**src/rtl/fetch_mem_arbiter.sv**
```systemverilog
// fetch_mem_arbiter: shares the single cache port between instruction fetch
// (IF) and data access (MEM). Data accesses win arbitration, but a saturating
// streak counter forces an IF grant after MAX_DATA_STREAK consecutive MEM
// grants made while IF was waiting. One transaction is in flight at a time,
// and there is always one IDLE cycle between transactions.
module fetch_mem_arbiter #(
   parameter int ADDR_W          = 32,
   parameter int DATA_W          = 32,
   parameter int MAX_DATA_STREAK = 4
) (
   input  logic              clk,
   input  logic              rst,
   input  logic              if_req,
   input  logic [ADDR_W-1:0] if_addr,
   input  logic              mem_req,
   input  logic              mem_we,
   input  logic [ADDR_W-1:0] mem_addr,
   input  logic [DATA_W-1:0] mem_wdata,
   output logic              if_done,
   output logic [DATA_W-1:0] if_rdata,
   output logic              mem_done,
   output logic [DATA_W-1:0] mem_rdata,
   output logic              stall_if,
   output logic              stall_mem,
   output logic              cache_req,
   output logic              cache_we,
   output logic [ADDR_W-1:0] cache_addr,
   output logic [DATA_W-1:0] cache_wdata,
   input  logic              cache_done,
   input  logic [DATA_W-1:0] cache_rdata
);

   localparam int                  STREAK_W   = $clog2(MAX_DATA_STREAK + 1);
   localparam logic [STREAK_W-1:0] STREAK_MAX = STREAK_W'(MAX_DATA_STREAK);

   typedef enum logic [1:0] {
      IDLE     = 2'd0,
      BUSY_IF  = 2'd1,
      BUSY_MEM = 2'd2
   } state_t;

   state_t              state;
   logic [STREAK_W-1:0] streak;
   logic                force_if;
   logic                grant_mem;

   // IF has waited through a full streak of MEM grants: it must win this time
   assign force_if  = if_req && (streak == STREAK_MAX);
   assign grant_mem = mem_req && !force_if;

   // Stalls hold the pipeline registers until the done pulse releases them
   assign stall_if  = if_req  & ~if_done;
   assign stall_mem = mem_req & ~mem_done;

   // Arbitration FSM: grant, hold the cache request, retire on cache_done
   always_ff @(posedge clk) begin
      if (rst) begin
         state       <= IDLE;
         streak      <= '0;
         cache_req   <= 1'b0;
         cache_we    <= 1'b0;
         cache_addr  <= '0;
         cache_wdata <= '0;
         if_done     <= 1'b0;
         mem_done    <= 1'b0;
         if_rdata    <= '0;
         mem_rdata   <= '0;
      end else begin
         if_done  <= 1'b0;
         mem_done <= 1'b0;
         case (state)
            IDLE: begin
               if (grant_mem) begin
                  state       <= BUSY_MEM;
                  cache_req   <= 1'b1;
                  cache_we    <= mem_we;
                  cache_addr  <= mem_addr;
                  cache_wdata <= mem_wdata;
                  // Count only grants that made a waiting fetch lose
                  if (!if_req)
                     streak <= '0;
                  else if (streak != STREAK_MAX)
                     streak <= streak + 1'b1;
               end else if (if_req) begin
                  state      <= BUSY_IF;
                  cache_req  <= 1'b1;
                  cache_we   <= 1'b0;
                  cache_addr <= if_addr;
                  streak     <= '0;
               end
            end
            BUSY_IF: begin
               if (cache_done) begin
                  state     <= IDLE;
                  cache_req <= 1'b0;
                  if_done   <= 1'b1;
                  if_rdata  <= cache_rdata;
               end
            end
            BUSY_MEM: begin
               if (cache_done) begin
                  state     <= IDLE;
                  cache_req <= 1'b0;
                  mem_done  <= 1'b1;
                  // Stores leave the last load result untouched
                  if (!cache_we)
                     mem_rdata <= cache_rdata;
               end
            end
            default: begin
               state     <= IDLE;
               cache_req <= 1'b0;
            end
         endcase
      end
   end

endmodule

```
**config.mk**
```make
export PLATFORM = sky130hd
export DESIGN_NAME = fetch_mem_arbiter
export DESIGN_NICKNAME = d
export VERILOG_FILES = /design/src/rtl/fetch_mem_arbiter.sv
export SDC_FILE = /design/constraint.sdc
export NUM_CORES = 1
export LEC_CHECK = 0
export CORE_ASPECT_RATIO = 0.9
export CORE_UTILIZATION = 44
export CTS_CLUSTER_DIAMETER = 100
export DETAILED_ROUTE_END_ITERATION = 8
export GPL_ROUTABILITY_DRIVEN = 0
export GPL_TIMING_DRIVEN = 1
export PLACE_DENSITY = 0.83
export SYNTH_ARGS = -nofsm -noshare
export SYNTH_HDL_FRONTEND = slang
export SYNTH_SLANG_ARGS = --single-unit
```
**constraint.sdc**
```tcl
create_clock -name clk -period 2.73 [get_ports clk]
set_clock_uncertainty 0.1 [all_clocks]
set_input_delay 0.819 -clock clk [delete_from_list [all_inputs] [get_ports clk]]
set_output_delay 0.819 -clock clk [all_outputs]
set_load 0.01 [all_outputs]
```
==> impl_metrics.tcl <==
set metrics [dict create \
    status "completed" \
    avgSynthCellArea_sq_um 8.11 \
    grt_pass1_vias 5449 \
    setup_violations 0 \
    areaGrowthSynthToFinish_pct 64.6 \
    wl_per_cell_um 15.8 \
    crit_path_top_delay_cell "clkdlybuf4s50_1" \
    layout-drive-gt1-share 0.0661 \
    gr-usage-met1 0.318 \
    synth_top_area_cell "dfxtp_1" \
    ys_top_cells_by_area "dfxtp_1 51%, a21oi_1 9.5%, nand2_1 9.4%, nand3_1 6.0%, a311oi_1 4.5%" \
    root_buffer "clkbuf_16" \
    min_path_type "flip-flop to flip-flop" \
    crit_fanout 2 \
    tritoncts "done" \
    cellPowerDensity_nw_per_um2 660 \
    irDropWorstVdd_uv 513 \
    grt_max_degree 52 \
    tightest_slew_ps 490 \
    gr-usage-met3 0.0943 \
    path_class "input pin to output port" \
    placed_area_sq_um 8250 \
    rsz0062_at_grt "false" \
    start_kind "input pin" \
    fin_nets 1049 \
    drc 0 \
    grtUsageMet2 0.455 \
    drv_cap 0 \
    synth_cell_types 28 \
    ff2ff_setup_slack_ps 1030 \
    drt_first_pass_iters 7 \
    ys_seq_elements 137 \
    cp_data_arrival_time_ps 1740 \
    clock_tree.buffer_depth 2 \
    ys_seq_area_frac 0.506 \
    hold_viol_final 0 \
    worstSetupStartpoint "mem_req" \
    ios 268 \
    finalPower_mw 5.89 \
    synthesis.instances 669 \
    grt_overflow 0 \
    dp_hpwl_mm 11.2 \
    critPathMaxStageDelay_ps 490 \
    cp.required_ps 1810 \
    drt-vias-per-instance 5.26 \
    drtIter0Drc 414 \
    preCtsSetupSlack_ps -342 \
    min_period_ps 2660 \
    grt.busiest_layer "met2" \
    crit_chain "clkdlybuf4s50_1 -> inv_1 -> nor2_2 -> clkbuf_2" \
    htree_levels 4 \
    setup_slack_ps 67.2 \
    grt_antenna_before_repair 0 \
    io_buffers 267 \
    num_vias 5697 \
    die-area_sq_um 12800 \
    slew_violations 0 \
    insertion_delay_ps 400 \
    p_leak_nw 3.17 \
    routed_wl_mm 17.1 \
    max_slew_margin 0.673 \
    synth_warnings 0 \
    cts_buffers 17 \
    antenna_cells 0 \
    hold_ws_ps 352 \
    die_h_um 107 \
    final_area_sq_um 8930 \
    initial_core_util 0.451 \
    syn_area_sq_um 5420 \
    min_period_over_period 0.975 \
    synth_top_area_frac 0.506 \
    endpoint_kind "output port" \
    num_rows 38 \
    cts_setup_buffers 0 \
    grt_use_total 0.267 \
    grt_pass1_wl_mm 27.2 \
    core-area_sq_um 12000 \
    cts.sinks 137 \
    synth.net_count 808 \
    r2r-start "state[0]" \
    max_freq_mhz 376 \
    cts.clk_slew.worst_paths_ps 60 \
    hold_start "mem_rdata[21]" \
    postRouteAntennaNets 0 \
    die-width_um 119 \
]
==> path summary, 6_finish.rpt <==
path              depth (start not counted)        endpoint
setup / recovery                          4       stall_mem
hold / removal                            2   mem_rdata[21]
setup reg to reg                          6  cache_addr[18]
hold reg to reg                           2   mem_rdata[21]
==> placed cells by master, fill, tap and decap left out, drive strengths merged <==
master and count:
a21oi 103, a311oi 32, and2 2, and3 1, and3b 2, buf 21
bufinv 6, clkbuf 24, clkdlybuf4s50 264, clkinv 3, clkinvlp 1, dfxtp 137
ha 5, inv 5, nand2 136, nand2b 1, nand3 65, nand3b 1
nand4 4, nor2 35, nor2b 2, nor3b 2, o211ai 2, o21a 1
o21ai 68
==> metrics by stage <==
step,utilization,TNS [ps],instances
3_5_place_dp,0.686,-571,1051
3_3_place_gp,0.686,-599,1051
6_report,0.742,0,1083
5_1_grt,0.742,0,1083
4_1_cts,0.743,0,1083
2_1_floorplan,-,0,669
==> logic make-up (layout without fill, tap and decap cells) <==
logic type | after synthesis | count (layout) | share of synthesized area
AO/OA/AOI/OAI | 206 | 206 | 0.218
adder cells (fa/ha/maj) | 5 | 5 | 0.0115
buffers and inverters | 70 | 324 | 0.0664
flip-flops | 137 | 137 | 0.506
AND/OR/NAND/NOR | 251 | 251 | 0.198
==> repair_timing <==
action / 4_1_cts / 5_1_grt
gates resized for setup: 4 / 3
setup endpoints to repair: 2 / 2
cloned: 0 / 0
hold buffers: 0 / 0
==> cells in the mapped netlist (all sizes together) <==
library cell    n
a311oi         32
nand2b          1
o21a            1
nand3          65
nand2         136
ha              5
inv             5
a21oi         103
buf            35
nor2           35
nand3b          1
and3b           2
dfxtp         137
nor2b           2
and2            2
and3            1
o211ai          2
o21ai          68
nor3b           2
clkbuf         30
nand4           4
==> report_power, final <==
group	switching [mW]	internal, mW
registers	0.0678	2.14
clock network	0.856	1.79
logic	0.463	0.571
==> metal layers <==
metal | routed length (um) | part of all wire | vias up
li1 | - | - | 2805
met3 | 1470 | 0.086 | 15
met1 | 7050 | 0.41 | 2661
met5 | 0 | 0 | -
met4 | 216 | 0.013 | 0
met2 | 8360 | 0.49 | 216
==> layout make-up <==
class / count / area (sq um)
Fill cell: 908 / 3100
Timing Repair Buffer: 287 / 2950
Sequential cell: 137 / 2740
Multi-Input combinational cell: 462 / 2330
Clock buffer: 22 / 474
Clock inverter: 10 / 214
Tap cell: 160 / 200
Inverter: 5 / 18.8
==> worst max-delay path, delay by kind of cell <==
kind | cells | cell delay [ps]
buffers and inverters | 3 | 740
AND/OR/NAND/NOR | 1 | 180
==> state kept, by name, summed over array words and instances (netlist names) <==
register,count
cache_req,1
cache_addr,32
if_rdata,32
cache_we,1
cache_wdata,32
mem_rdata,32
if_done,1
streak,3
state,2
mem_done,1
Note: power is estimated with default switching activity, not from simulation.
